`src/rtl/fwd_hazard_ctrl.sv`:
```
// Forwarding selects, load-use stall, branch-flush sequencer, memory-busy freeze
// and saturating stall/flush event counters for the five-stage pipeline.
module fwd_hazard_ctrl #(
  parameter int REG_AW       = 4,
  parameter bit ZERO_REG_EN  = 1'b1,
  parameter int FLUSH_CYCLES = 1,
  parameter int CNT_W        = 16
) (
  input  logic              clk,
  input  logic              rst,
  input  logic [REG_AW-1:0] fd_rs,
  input  logic [REG_AW-1:0] fd_rt,
  input  logic              fd_uses_rs,
  input  logic              fd_uses_rt,
  input  logic              fd_mem_write,
  input  logic [REG_AW-1:0] de_rs,
  input  logic [REG_AW-1:0] de_rt,
  input  logic [REG_AW-1:0] de_dst,
  input  logic              de_reg_write,
  input  logic              de_mem_read,
  input  logic [REG_AW-1:0] xm_dst,
  input  logic [REG_AW-1:0] xm_rt,
  input  logic              xm_reg_write,
  input  logic              xm_mem_write,
  input  logic [REG_AW-1:0] mw_dst,
  input  logic              mw_reg_write,
  input  logic              branch_taken,
  input  logic              mem_busy,
  output logic [1:0]        a_sel,
  output logic [1:0]        b_sel,
  output logic              b_m2m,
  output logic              stall_fd,
  output logic              bubble_de,
  output logic              flush_fd,
  output logic              flush_de,
  output logic              freeze,
  output logic [CNT_W-1:0]  stall_cnt,
  output logic [CNT_W-1:0]  flush_cnt
);

  typedef enum logic {RUN, FLUSH} state_t;

  localparam logic [3:0] FLUSH_INIT = 4'(FLUSH_CYCLES - 1);

  state_t           state;
  logic [3:0]       cnt;
  logic [CNT_W-1:0] stall_q;
  logic [CNT_W-1:0] flush_q;
  logic             lu;

  function automatic logic live(input logic [REG_AW-1:0] r);
    return !ZERO_REG_EN || (r != '0);
  endfunction

  function automatic logic [CNT_W-1:0] sat_inc(input logic [CNT_W-1:0] v, input logic en);
    if (en && (v != '1)) return v + CNT_W'(1);
    return v;
  endfunction

  function automatic logic [1:0] fwd_sel(input logic [REG_AW-1:0] src);
    if (xm_reg_write && live(xm_dst) && (xm_dst == src)) return 2'b01;
    if (mw_reg_write && live(mw_dst) && (mw_dst == src)) return 2'b10;
    return 2'b00;
  endfunction

  // A store whose data operand is the only match is covered by M2M forwarding.
  always_comb begin
    lu = 1'b0;
    if (de_mem_read && de_reg_write && live(de_dst)) begin
      lu = (fd_uses_rs && (de_dst == fd_rs)) ||
           (fd_uses_rt && (de_dst == fd_rt) && !fd_mem_write);
    end
  end

  always_comb begin
    a_sel = 2'b00;
    b_sel = 2'b00;
    b_m2m = 1'b0;
    if (!rst) begin
      a_sel = fwd_sel(de_rs);
      b_sel = fwd_sel(de_rt);
      b_m2m = xm_mem_write && mw_reg_write && live(mw_dst) && (mw_dst == xm_rt);
    end
  end

  always_comb begin
    freeze    = 1'b0;
    flush_fd  = 1'b0;
    flush_de  = 1'b0;
    stall_fd  = 1'b0;
    bubble_de = 1'b0;
    if (!rst) begin
      if (mem_busy) begin
        freeze = 1'b1;
      end else if (state == FLUSH) begin
        flush_fd = 1'b1;
      end else if (branch_taken) begin
        flush_fd = 1'b1;
        flush_de = 1'b1;
      end else if (lu) begin
        stall_fd  = 1'b1;
        bubble_de = 1'b1;
      end
    end
  end

  assign stall_cnt = rst ? '0 : stall_q;
  assign flush_cnt = rst ? '0 : flush_q;

  always_ff @(posedge clk) begin
    if (rst) begin
      state   <= RUN;
      cnt     <= '0;
      stall_q <= '0;
      flush_q <= '0;
    end else begin
      stall_q <= sat_inc(stall_q, freeze | stall_fd);
      flush_q <= sat_inc(flush_q, flush_fd);
      if (!mem_busy) begin
        unique case (state)
          RUN: begin
            if (branch_taken && (FLUSH_CYCLES > 1)) begin
              state <= FLUSH;
              cnt   <= FLUSH_INIT;
            end
          end
          FLUSH: begin
            cnt <= cnt - 4'd1;
            if (cnt == 4'd1) state <= RUN;
          end
          default: state <= RUN;
        endcase
      end
    end
  end

endmodule

```
`config.mk`:
```
export PLATFORM = sky130hd
export DESIGN_NAME = fwd_hazard_ctrl
export DESIGN_NICKNAME = d
export VERILOG_FILES = /design/src/rtl/fwd_hazard_ctrl.sv
export SDC_FILE = /design/constraint.sdc
export NUM_CORES = 1
export LEC_CHECK = 0
export BUFFER_PORTS_ARGS = -buffer_cell sky130_fd_sc_hd__buf_2
export CORE_MARGIN = 2
export CORE_UTILIZATION = 40
export DETAILED_ROUTE_END_ITERATION = 6
export HOLD_SLACK_MARGIN = 0.03
export PLACE_DENSITY = 0.67
export SYNTH_ARGS = -nofsm -noshare
export SYNTH_HDL_FRONTEND = slang
export SYNTH_SLANG_ARGS = --single-unit
```
`constraint.sdc`:
```
create_clock -name clk -period 2.87 [get_ports clk]
set_clock_uncertainty 0.1 [all_clocks]
set_input_delay 0.1435 -clock clk [delete_from_list [all_inputs] [get_ports clk]]
set_output_delay 0.1435 -clock clk [all_outputs]
set_load 0.02 [all_outputs]
```
== Yosys cells after proc, flatten, opt, wreduce, memory -nomap -nowiden ==
Index checks and enable logic that the tools add are counted.
Widths: inputs -> output; s select.
Cells by class
  muxes and demuxes: 46
  equality and inequality tests: 10
  bitwise gates (word level): 2
  reduce and logical (&&, ||, !) cells: 22
  $add $sub $neg: 3
Operators by type and width (number)
  $mux 16: 4
  $add 16x1->16 const B: 2
  $mux 1: 32
  $ne 16x16->1 const B: 2
  $eq 4x4->1: 7
  $mux 2: 10
  $logic_and 1x1->1: 16
  $reduce_bool 4->1: 3
  $eq 4x1->1 const B: 1
  $sub 4x1->4 const B: 1
  $reduce_and 2->1: 1
  $logic_not 1->1: 1
  $logic_or 1x1->1: 1
  $not 1->1: 1
  $or 1x1->1: 1
Storage, ports and cells
  register bits: 37

== Longest topological paths before layout ==
Gate-level depths: netlist (run 1).
  depth after elaboration: 14
  gate-level depth with buffers: 8
  mapped depth without buffers: 7

== Least setup slack after synthesis (run 1) ==
No wires, ideal clock.
  kind: reg-to-reg
  start: register state
  end: register flush_q[15]
  data arrival time: 1.909 ns
  cell stages (with the launch flop): 7
  required time: 2.699 ns
  path slack: 0.791 ns
  setup time: 0.071 ns
  cell sequence: dfxtp_1 > nor2_4 > nor3_1 > and4_1 > nand3_1 > or3_1 > a21oi_1
On the way
  cells in the longest elaborated chain, start to end: 6
Ends and longest elaborated chain
  start, declared: RTL line 45  | state_t state;
  start signal, assigned: RTL line 112  | state <= RUN;
  start signal, assigned: RTL line 123  | state <= FLUSH;
  start signal, assigned: RTL line 129  | if (cnt == 4'd1) state <= RUN;
  $mux 1: RTL line 95  | end else if (state == FLUSH) begin
  $mux 1: RTL line 93  | if (mem_busy) begin
  $mux 1: RTL line 92  | if (!rst) begin
  named net flush_fd: RTL line 34  | output logic flush_fd,
  $logic_and 1x1->1: RTL line 56  | if (en && (v != '1)) return v + CNT_W'(1);
  $mux 1: RTL line 56
  $mux 1: RTL line 111  | if (rst) begin
  end signal, assigned: RTL line 118  | flush_q <= sat_inc(flush_q, flush_fd);
  end, declared: RTL line 48  | logic [CNT_W-1:0] flush_q;
The timed path passes the listed nets, and every way through them passes these cells. The select of a mux whose other input is x is not followed.
A chain may end at the register's enable or synchronous reset.

== Worst setup path after layout (run 1) ==
  start: register stall_q[0]
  end: register stall_q[6]
On the way
  cells in the longest elaborated chain, start to end: 4
Ends and longest elaborated chain
  start, declared: RTL line 47  | logic [CNT_W-1:0] stall_q;
  start signal, assigned: RTL line 117  | stall_q <= sat_inc(stall_q, freeze | stall_fd);
  branches (longest 4 deep; another with $add 16x1->16)
Several ways; the timed one is not identified. The select of a mux whose other input is x is not followed.

==> results.toml, run 1 <==
[critical_path]
critPathMaxFanout = 13
critPathLaunchType = "flip-flop"
crit_slowest_cell = "dfxtp_1"
r2r_cells = 7
r2r-end = "stall_q[6]$_SDFFE_PP0P_"
crit_path_end = "stall_q[6]$_SDFFE_PP0P_"
critical_path_required_ns = 2.95
cp-end-kind = "flip-flop"
startpoint = "stall_q[0]$_SDFFE_PP0P_"
rr_startpoint = "stall_q[0]$_SDFFE_PP0P_"
slowest_delay_ns = 0.42
r2r_slack_ns = 0.56
cp_data_arrival_time_ns = 2.39
cp_cell_sequence = "ha_1, nand3_1, nor3_2, nand3_2, o21ai_2, or4_1, mux2_2"
crit_type = "flip-flop to flip-flop"

[timing]
fin_setup_tns_ns = 0
setup_viol = 0
rsz0062_at_grt = "no"
fmax_mhz = 433
layout_setup_ws_ns = 0.560
relSlewSlack = 0.150
tightest_slew_ns = 1.27
post-route-min-period_ns = 2.31
hold_viol = 0
fin_crit_sh = 0.805
finalMaxSlewViolations = 0

[route]
wl_per_cell_um = 12.5
detail-route-antenna-nets = 0
vias = 2299
drtPass1Iterations = 4
drt_wl_total_mm = 5.59
drc = 0
via_per_inst = 5.14
first_iter_violations = 64

[die]
die-area_um2 = 6620
coreArea_um2 = 5850
die_h_um = 81.4
initial_core_util = 0.409
io_pins = 86
die_x_um = 81.4
num_rows = 28

[clock_tree]
clock_sinks = 37
cts_hold_buf = 0
clockRootBuffer = "clkbuf_8"
insertion_delay_ns = 0.29
h-tree-depth = 2
cts-resized-gates = 0
cts_buffers = 5
clk_pin_slew_worst_paths_ns = 0.08
cts_setup_buffers = 0
cts_tree = "yes"
cts_buffer_depth = 2

[grt]
gr-total-overflow = 0
grt_first_pass_wirelength_mm = 9.35
grt_pass1_vias = 2200
track_usage = 0.179
grt_antenna_before_repair = 0
grt_start_max_net_pins = 28

[status]
status = "finished, final reports clean"

[power]
power_density_nw_per_um2 = 355
vdd_drop_max_v = 0.000208
leakage_nw = 1.25

[final_layout]
fin_nets = 419
diodes = 0
drive_above_1_share = 0.309
area_growth_pct = 24.8

[logic_synthesis]
ys_warn_count = 0
synth_area_per_cell_um2 = 8.34
synth_area_um2 = 2390
ys.flop_type = "dfxtp_1"
syn_inst = 287
syn-num-nets = 335
synth_edf_count = 0
yosysSeqAreaShare = 0.309
ys_ff_latch = 37
synthArstFlopShare = 0
ys_types = 46

[run]
drv_cap = 0

[placement]
dpl.hpwl_mm = 4.36
globalplace.congestion = 0.829
portBuffers = 85
dp_slack_ns = 0.333

[min_path]
hold-path-cell-count = 2
hp-class = "input port to flip-flop"
min_from = "rst"
## cells by family after synthesis
group | count (synthesis) | share of synthesized area
multiplexers | 11 | 0.0533
flip-flops | 37 | 0.309
AND/OR/NAND/NOR | 138 | 0.331
adder cells (fa/ha/maj) | 4 | 0.0209
AO/OA/AOI/OAI | 39 | 0.113
buffers and inverters | 21 | 0.0366
XOR/XNOR | 37 | 0.135
## cell type report
class / count / area [um^2]
clock inverter: 1 / 5.00
sequential: 37 / 741
inverter: 10 / 37.5
fill: 586 / 2860
timing repair buffer: 88 / 448
clock buffer: 7 / 96.3
multi-input combinational: 229 / 1570
tap: 75 / 93.8
## registers in the layout (all words and copies together), names as in the netlist
name,cells
flush_q,16
stall_q,16
cnt,4
state,1
## worst max-delay path, delay by kind of cell, from the launching register on
family | cells | cell delay (ns)
simple gates | 4 | 0.90
flops | 1 | 0.42
mux | 1 | 0.33
compound gates | 1 | 0.26
fa+ha+maj | 1 | 0.20
## power breakdown
| part | switching (mW) | internal [mW] | total (mW) | leakage, nW |
|---|---|---|---|---|
| clock | 0.187 | 0.217 | 0.404 | 0.0542 |
| combinational | 0.0780 | 0.0621 | 0.140 | 0.896 |
| sequential | 0.00265 | 0.515 | 0.518 | 0.298 |
| total | 0.268 | 0.794 | 1.06 | 1.25 |
## metrics by stage
stage | power [mW] | area [um^2] | hold slack (ns) | std cells | util
global route | 1.11 | 2990 | 0.163 | 447 | 0.511
floorplan | 0.609 | 2390 | 0.261 | 287 | -
global placement | 0.667 | 2890 | 0.381 | 439 | 0.493
finish | 1.06 | 2990 | 0.152 | 447 | 0.511
CTS | 1.07 | 2990 | 0.150 | 447 | 0.511
detailed placement | 0.671 | 2890 | 0.383 | 439 | 0.493
## worst min path at each step
stage | endpoint | slack (ns)
floorplan | state$_SDFFE_PP0N_ | 0.26
global placement | flush_q[5]$_SDFFE_PP0P_ | 0.38
detailed placement | flush_q[5]$_SDFFE_PP0P_ | 0.38
CTS | flush_q[7]$_SDFFE_PP0P_ | 0.15
global route | flush_q[0]$_SDFFE_PP0P_ | 0.16
finish | flush_q[0]$_SDFFE_PP0P_ | 0.15
## cells in the mapped netlist, types with 2 or more instances
cell,n,share of area
nand2_1,12,0.019
nor2b_1,30,0.078
dfxtp_1,37,0.31
and4_1,2,0.0073
or3_1,4,0.010
xor2_1,13,0.048
buf_1,4,0.0063
ha_1,4,0.021
nor3_1,13,0.027
nand3_1,9,0.019
or4_1,2,0.0063
nor2_1,32,0.050
nor4_1,2,0.0052
a21o_1,2,0.0063
o31a_1,2,0.0073
o21ai_0,7,0.015
buf_2,4,0.0084
clkbuf_1,2,0.0031
nand4_1,13,0.034
and2_1,2,0.0052
o31ai_1,6,0.019
inv_1,10,0.016
and3_1,4,0.010
o211ai_1,2,0.0063
o41ai_1,5,0.018
a21oi_1,7,0.015
nand3_2,2,0.0084
nor4b_1,3,0.011
o2111ai_1,3,0.011
xnor2_1,24,0.088
mux2_2,10,0.047
## per-layer routing
metal / routed length [um] / global-route usage / up-vias
met1: 2540 / 0.214 / 1059
met4: 57 / 0.0644 / 0
met3: 199 / 0.0344 / 6
met5: 0 / 0 / -
li1: - / - / 1196
met2: 2800 / 0.316 / 38
## layout by cell type (no fill, tap or decap), types with 3 or more instances in the layout
master,count
o41ai_1,5
clkbuf_8,7
ha_1,4
nor2_1,32
buf_2,85
xnor2_1,24
nor4b_1,3
nor3_1,13
dfxtp_1,37
xor2_1,13
nand4_1,13
a21oi_1,7
o2111ai_1,3
o31ai_1,6
o21ai_0,7
inv_1,10
nor2b_1,30
and3_1,4
or3_1,4
nand2_1,12
mux2_2,10
buf_4,3
nand3_1,9
(Power assumes the default switching activity.)
==> inputs of run 2 (changes only) <==
Settings changed: ABC_AREA set to 1.
Clock period 2.87 ns to 2.12 ns, I/O delays scaled along.
==> run 2 against run 1 <==
Die area up 16%. Clock power up 25%. Cell area is 13% higher. Total power rose by 33%. Critical path type unchanged.
==> results.toml, run 2 <==
[status]
status = "finished, final reports clean"

[final_layout]
mostFrequentLayoutCell = "nand2_1"
drive_above_1_share = 0.246
diodes = 0
area_growth_pct = 20.8
final.fill_count = 731
fin_nets = 572
top_regs = "flush_q: 16 flops, stall_q: 16 flops, cnt: 4 flops"
layout_common_cells = "nand2_1 (94), buf_2 (85), nor2_1 (67)"
final_cell_area_um2 = 3370

[route]
drt_wl_total_mm = 7.08
via_per_inst = 5.00
drc = 0
drtPass1Iterations = 4
detail-route-antenna-nets = 0
first_iter_violations = 93
wl_per_cell_um = 11.7
vias = 3021

[clock_tree]
cts_buffers = 5
h-tree-depth = 2
cts_setup_buffers = 0
clk_pin_slew_worst_paths_ns = 0.07
cts_tree = "yes"
cts_hold_buf = 0
insertion_delay_ns = 0.29
clockRootBuffer = "clkbuf_8"
clock_sinks = 37
cts-resized-gates = 0
cts_buffer_depth = 2

[logic_synthesis]
synth_area_per_cell_um2 = 6.36
yosysSeqAreaShare = 0.265
synth_area_leader_cell = "dfxtp_1"
synthTopCellsByCount = "nand2_1 (94), nor2_1 (67), inv_1 (59), dfxtp_1 (37), nand3_1 (35)"
synth_area_um2 = 2790
ys_ff_latch = 37
ys_warn_count = 0
ys.flop_type = "dfxtp_1"
synth_most_common_cell = "nand2_1"
synth_edf_count = 0
syn_inst = 439
synth_top_area_frac = 0.265
syn-num-nets = 487
synthArstFlopShare = 0
ys_types = 35
synthTopCellsByArea = "dfxtp_1 (27%), nand2_1 (13%), nor2_1 (9.0%)"

[placement]
place_area_um2 = 3290
portBuffers = 85
dpl.hpwl_mm = 5.53
globalplace.congestion = 0.920

[critical_path]
r2r-end = "flush_q[13]$_SDFFE_PP0P_"
r2r_cells = 10
cp-end-kind = "flip-flop"
slowest_delay_ns = 0.33
r2r_slack_ns = 0.22
rr_startpoint = "flush_q[0]$_SDFFE_PP0P_"
critPathTopFamily = "simple AND/OR/NAND/NOR gates"
path_buf_inv = 1
crit_type = "flip-flop to flip-flop"
critical_path_required_ns = 2.20
cp_data_arrival_time_ns = 1.99
crit_slowest_cell = "dfxtp_1"
critPathLaunchType = "flip-flop"
critPathMaxFanout = 15
cp_cell_sequence = "ha_1, nand2_1, nor2_2, and2_4, nand3_2, nand2_4, inv_2, nand3_1, nor3_1, nor2_1"

[timing]
fmax_mhz = 525
hold_viol = 0
tightest_slew_ns = 0.416
fin_crit_sh = 0.899
post-route-min-period_ns = 1.90
relSlewSlack = 0.723
fin_setup_tns_ns = 0
rsz0062_at_grt = "no"
finalMaxSlewViolations = 0
setup_viol = 0

[die]
coreArea_um2 = 6760
io_pins = 86
num_rows = 30
die_h_um = 87.6
die_x_um = 87.6
die-area_um2 = 7670
initial_core_util = 0.413

[power]
p_total_mw = 1.41
vdd_drop_max_v = 0.000244
leakage_nw = 1.53
power_density_nw_per_um2 = 418

[min_path]
hold-path-cell-count = 3
min_from = "mem_busy"
hp-class = "input port to flip-flop"
min_to = "cnt[0]$_SDFFE_PP0P_"

[grt]
grt_start_max_net_pins = 36
grt_antenna_before_repair = 0
grt_first_pass_wirelength_mm = 11.9
track_usage = 0.190
grt_pass1_vias = 2694
gr-total-overflow = 0

[run]
drv_cap = 0
[run 2: cell types whose count changed after synthesis, sizes merged, moves of 4 or more]
cell   before  now
a21oi       7   32
inv        10   61
mux2       11    0
nand2      12   97
nand3      11   37
nor2       33   72
nor2b      30    0
o31ai       6    0
o41ai       5    0
or3         4    0
xnor2      24    4
xor2       13   28
[run 2: area by class of cell]
cell class / instances / area (um^2) / share of cell area
flip-flops and latches: 37 / 741 / 0.220
well taps: 80 / 100 / 0.0297
inverters: 62 / 233 / 0.0690
clock buffers: 7 / 86.3 / 0.0256
repair buffers: 92 / 478 / 0.142
multi-input cells: 326 / 1740 / 0.515
[run 2: worst register-to-register path, cell delays in order (launching register included)]
cell     delay, ns
dfxtp_1       0.33
ha_1          0.23
nand2_1       0.12
nor2_2        0.07
and2_4        0.17
nand3_2       0.07
nand2_4       0.11
inv_2         0.23
nand3_1       0.16
nor3_1        0.16
nor2_1        0.06
[run 2: report_power, final]
part	leakage, nW	switching (mW)	internal (mW)
Sequential	0.298	0.00365	0.699
Clock	0.0443	0.246	0.258
Combinational	1.19	0.126	0.0791
[run 2: logic make-up (layout without fill, tap and decap cells)]
kind of cell,Yosys count,in the layout,synth area share
AO/OA/AOI/OAI,45,45,0.101
flip-flops,37,37,0.265
XOR/XNOR,32,32,0.100
AND/OR/NAND/NOR,245,245,0.403
adder cells (fa/ha/maj),4,4,0.0179
buffers and inverters,76,161,0.113
[run 2: worst max path at each step]
| stage | cells after the start | start | endpoint | slack (ns) |
|---|---|---|---|---|
| 5_1_grt | 10 | flush_q[0]$_SDFFE_PP0P_ | flush_q[13]$_SDFFE_PP0P_ | 0.04 |
| 3_5_place_dp | 10 | flush_q[0]$_SDFFE_PP0P_ | flush_q[13]$_SDFFE_PP0P_ | 0.24 |
| 3_3_place_gp | 10 | flush_q[0]$_SDFFE_PP0P_ | flush_q[13]$_SDFFE_PP0P_ | 0.29 |
| 4_1_cts | 10 | flush_q[0]$_SDFFE_PP0P_ | flush_q[13]$_SDFFE_PP0P_ | 0.22 |
| 6_report | 10 | flush_q[0]$_SDFFE_PP0P_ | flush_q[13]$_SDFFE_PP0P_ | 0.22 |
| 2_1_floorplan | 10 | flush_q[0]$_SDFFE_PP0P_ | flush_q[5]$_SDFFE_PP0P_ | 0.53 |
[run 2: metrics by stage]
| stage | instances | hold WS (ns) | setup WS, ns | utilization |
|---|---|---|---|---|
| final | 604 | 0.0657 | 0.215 | 0.499 |
| after detailed placement | 597 | 0.363 | 0.235 | 0.487 |
| after global routing | 604 | 0.0781 | 0.0362 | 0.499 |
| after global placement | 597 | 0.356 | 0.289 | 0.487 |
| after floorplan | 439 | 0.200 | 0.525 | - |
| after CTS | 604 | 0.0497 | 0.224 | 0.499 |
[run 2: per-layer routing]
metal	routed length [um]	global-route usage	vias up	part of all wire
met1	3300	0.241	1395	0.47
met4	42	0.0434	0	0.0059
met5	0	0	-	0
met3	268	0.0368	5	0.038
met2	3470	0.333	58	0.49
li1	-	-	1563	-
==> inputs of run 3 (changes only) <==
Settings changed: CORE_UTILIZATION 40 to 47, PLACE_DENSITY 0.67 to 0.77.
==> run 3 against run 2 <==
Wire length down 4.5%. Non-clock buffer count shrank 2. Sequential share of layout area decreased by 0.081 points. Combinational power about the same. Register-to-register slack improved by 0.04 ns. Fmax is 2.0% higher. First-iteration DRC count increased by 59%. Sequential cell count unchanged. Clock power increased by 30%. Global-route usage rose by 3.2 points.
==> results.toml, run 3 (same netlist as run 2, synthesis figures left out) <==
[status]
status = "finished, final reports clean"

[final_layout]
final.fill_count = 588
layout_common_cells = "nand2_1 (94), buf_2 (85), nor2_1 (67)"
fin_nets = 570
final_cell_area_um2 = 3390
multi_input_area_um2 = 1740
fin_cells = 598
drive_above_1_share = 0.247
mostFrequentLayoutCell = "nand2_1"
regArea_um2 = 741
top_regs = "flush_q: 16 flops, stall_q: 16 flops, cnt: 4 flops"
diodes = 0
area_growth_pct = 21.3

[timing]
fmax_mhz = 535
fin_crit_sh = 0.881
hold_viol = 0
relSlewSlack = 0.645
setup_viol = 0
tightest_slew_ns = 0.532
rsz0062_at_grt = "no"
finalMaxSlewViolations = 0
layout_setup_ws_ns = 0.252
post-route-min-period_ns = 1.87
fin_setup_tns_ns = 0

[critical_path]
cp_cell_sequence = "ha_1, nand2_1, nor2_2, and2_4, nand3_2, nand2_4, inv_2, nand2_1, nand2_1, nor3b_2"
cp_data_arrival_time_ns = 1.94
critical_path_required_ns = 2.19
cp-end-kind = "flip-flop"
cp_common_cell = "nand2_1"
critPathTopFamily = "simple AND/OR/NAND/NOR gates"
crit_slowest_cell = "dfxtp_1"
slowest_delay_ns = 0.36
critPathMaxFanout = 15
critPathLaunchType = "flip-flop"
crit_type = "flip-flop to flip-flop"
path_buf_inv = 1

[route]
detail-route-antenna-nets = 0
vias = 2970
wl_per_cell_um = 11.3
drc = 0
drtPass1Iterations = 4
via_per_inst = 4.97
drt_wl_total_mm = 6.76
first_iter_violations = 148

[power]
leakage_nw = 1.53
vdd_drop_max_v = 0.000289
power_density_nw_per_um2 = 460

[grt]
gr-total-overflow = 0
track_usage = 0.222
grt_start_max_net_pins = 49
grt_pass1_vias = 2783
grt_antenna_before_repair = 0
grt_first_pass_wirelength_mm = 11.8

[clock_tree]
insertion_delay_ns = 0.29
clock_sinks = 37
cts_buffer_depth = 2
clockRootBuffer = "clkbuf_8"
h-tree-depth = 2
cts_hold_buf = 0
cts-resized-gates = 0
cts_buffers = 5
cts_tree = "yes"
clk_pin_slew_worst_paths_ns = 0.08
cts_setup_buffers = 0

[placement]
portBuffers = 85
dpl.hpwl_mm = 5.21
place_area_um2 = 3270
dp_cells = 590
dp_slack_ns = 0.247
globalplace.congestion = 0.922

[die]
die_x_um = 81.1
die-area_um2 = 6570
initial_core_util = 0.480
coreArea_um2 = 5820
num_rows = 28
die_h_um = 81.1
io_pins = 86

[min_path]
hp-class = "input port to flip-flop"

[run]
drv_cap = 0
[run 3: cell types whose count changed in the layout (fill, tap and decap cells not counted)]
| cell | change |
|---|---|
| buf_4 | -2 |
| bufinv_16 | +1 |
| clkbuf_1 | -1 |
| clkinvlp_4 | +1 |
[run 3: path summary, 6_finish.rpt]
kind                                               start                       end  slack (ns)  cells past startpoint
worst max register to register   flush_q[1]$_SDFFE_PP0P_   flush_q[6]$_SDFFE_PP0P_        0.25                     10
worst min register to register  flush_q[15]$_SDFFE_PP0P_  flush_q[15]$_SDFFE_PP0P_        0.39                      2
worst min-delay path                            mem_busy        state$_SDFFE_PP0N_        0.06                      3
worst max-delay path             flush_q[1]$_SDFFE_PP0P_   flush_q[6]$_SDFFE_PP0P_        0.25                     10
[run 3: per-stage QoR]
stage                     utilization  hold slack, ns  power [mW]
final                           0.582          0.0554        1.56
after detailed placement        0.562           0.367       0.920
after global routing            0.582          0.0638        1.62
after CTS                       0.582          0.0559        1.57
after floorplan                     -           0.200       0.842
after global placement          0.562           0.353       0.915
[run 3: worst register-to-register path, delay by kind of cell (launching register included)]
| kind | cells | cell delay, ns |
|---|---|---|
| adders and majority gates | 1 | 0.20 |
| and+or+nand+nor | 8 | 0.95 |
| DFF | 1 | 0.36 |
| buffers and inverters | 1 | 0.14 |
[run 3: layout make-up]
type                            instances  area share
Inverter                               62      0.0687
Tap cell                               75      0.0277
Clock inverter                          2      0.0111
Clock buffer                            6      0.0244
Sequential cell                        37       0.219
Timing Repair Buffer                   90       0.137
Multi-Input combinational cell        326       0.513
[run 3: routing by layer]
| layer | share of wire | up-vias | global-route usage | routed length (um) |
|---|---|---|---|---|
| met5 | 0 | - | 0 | 0 |
| met4 | 0.012 | 0 | 0.0729 | 83 |
| met3 | 0.040 | 9 | 0.0344 | 272 |
| met2 | 0.47 | 70 | 0.385 | 3210 |
| met1 | 0.47 | 1331 | 0.280 | 3190 |
| li1 | - | 1560 | - | - |
[run 3: report_power, final]
group          total [mW]  leakage (nW)  switching (mW)  internal, mW
sequential          0.702         0.298         0.00362         0.698
combinational       0.202          1.18           0.124        0.0779
clock               0.654        0.0574           0.272         0.383
total                1.56          1.53           0.399          1.16
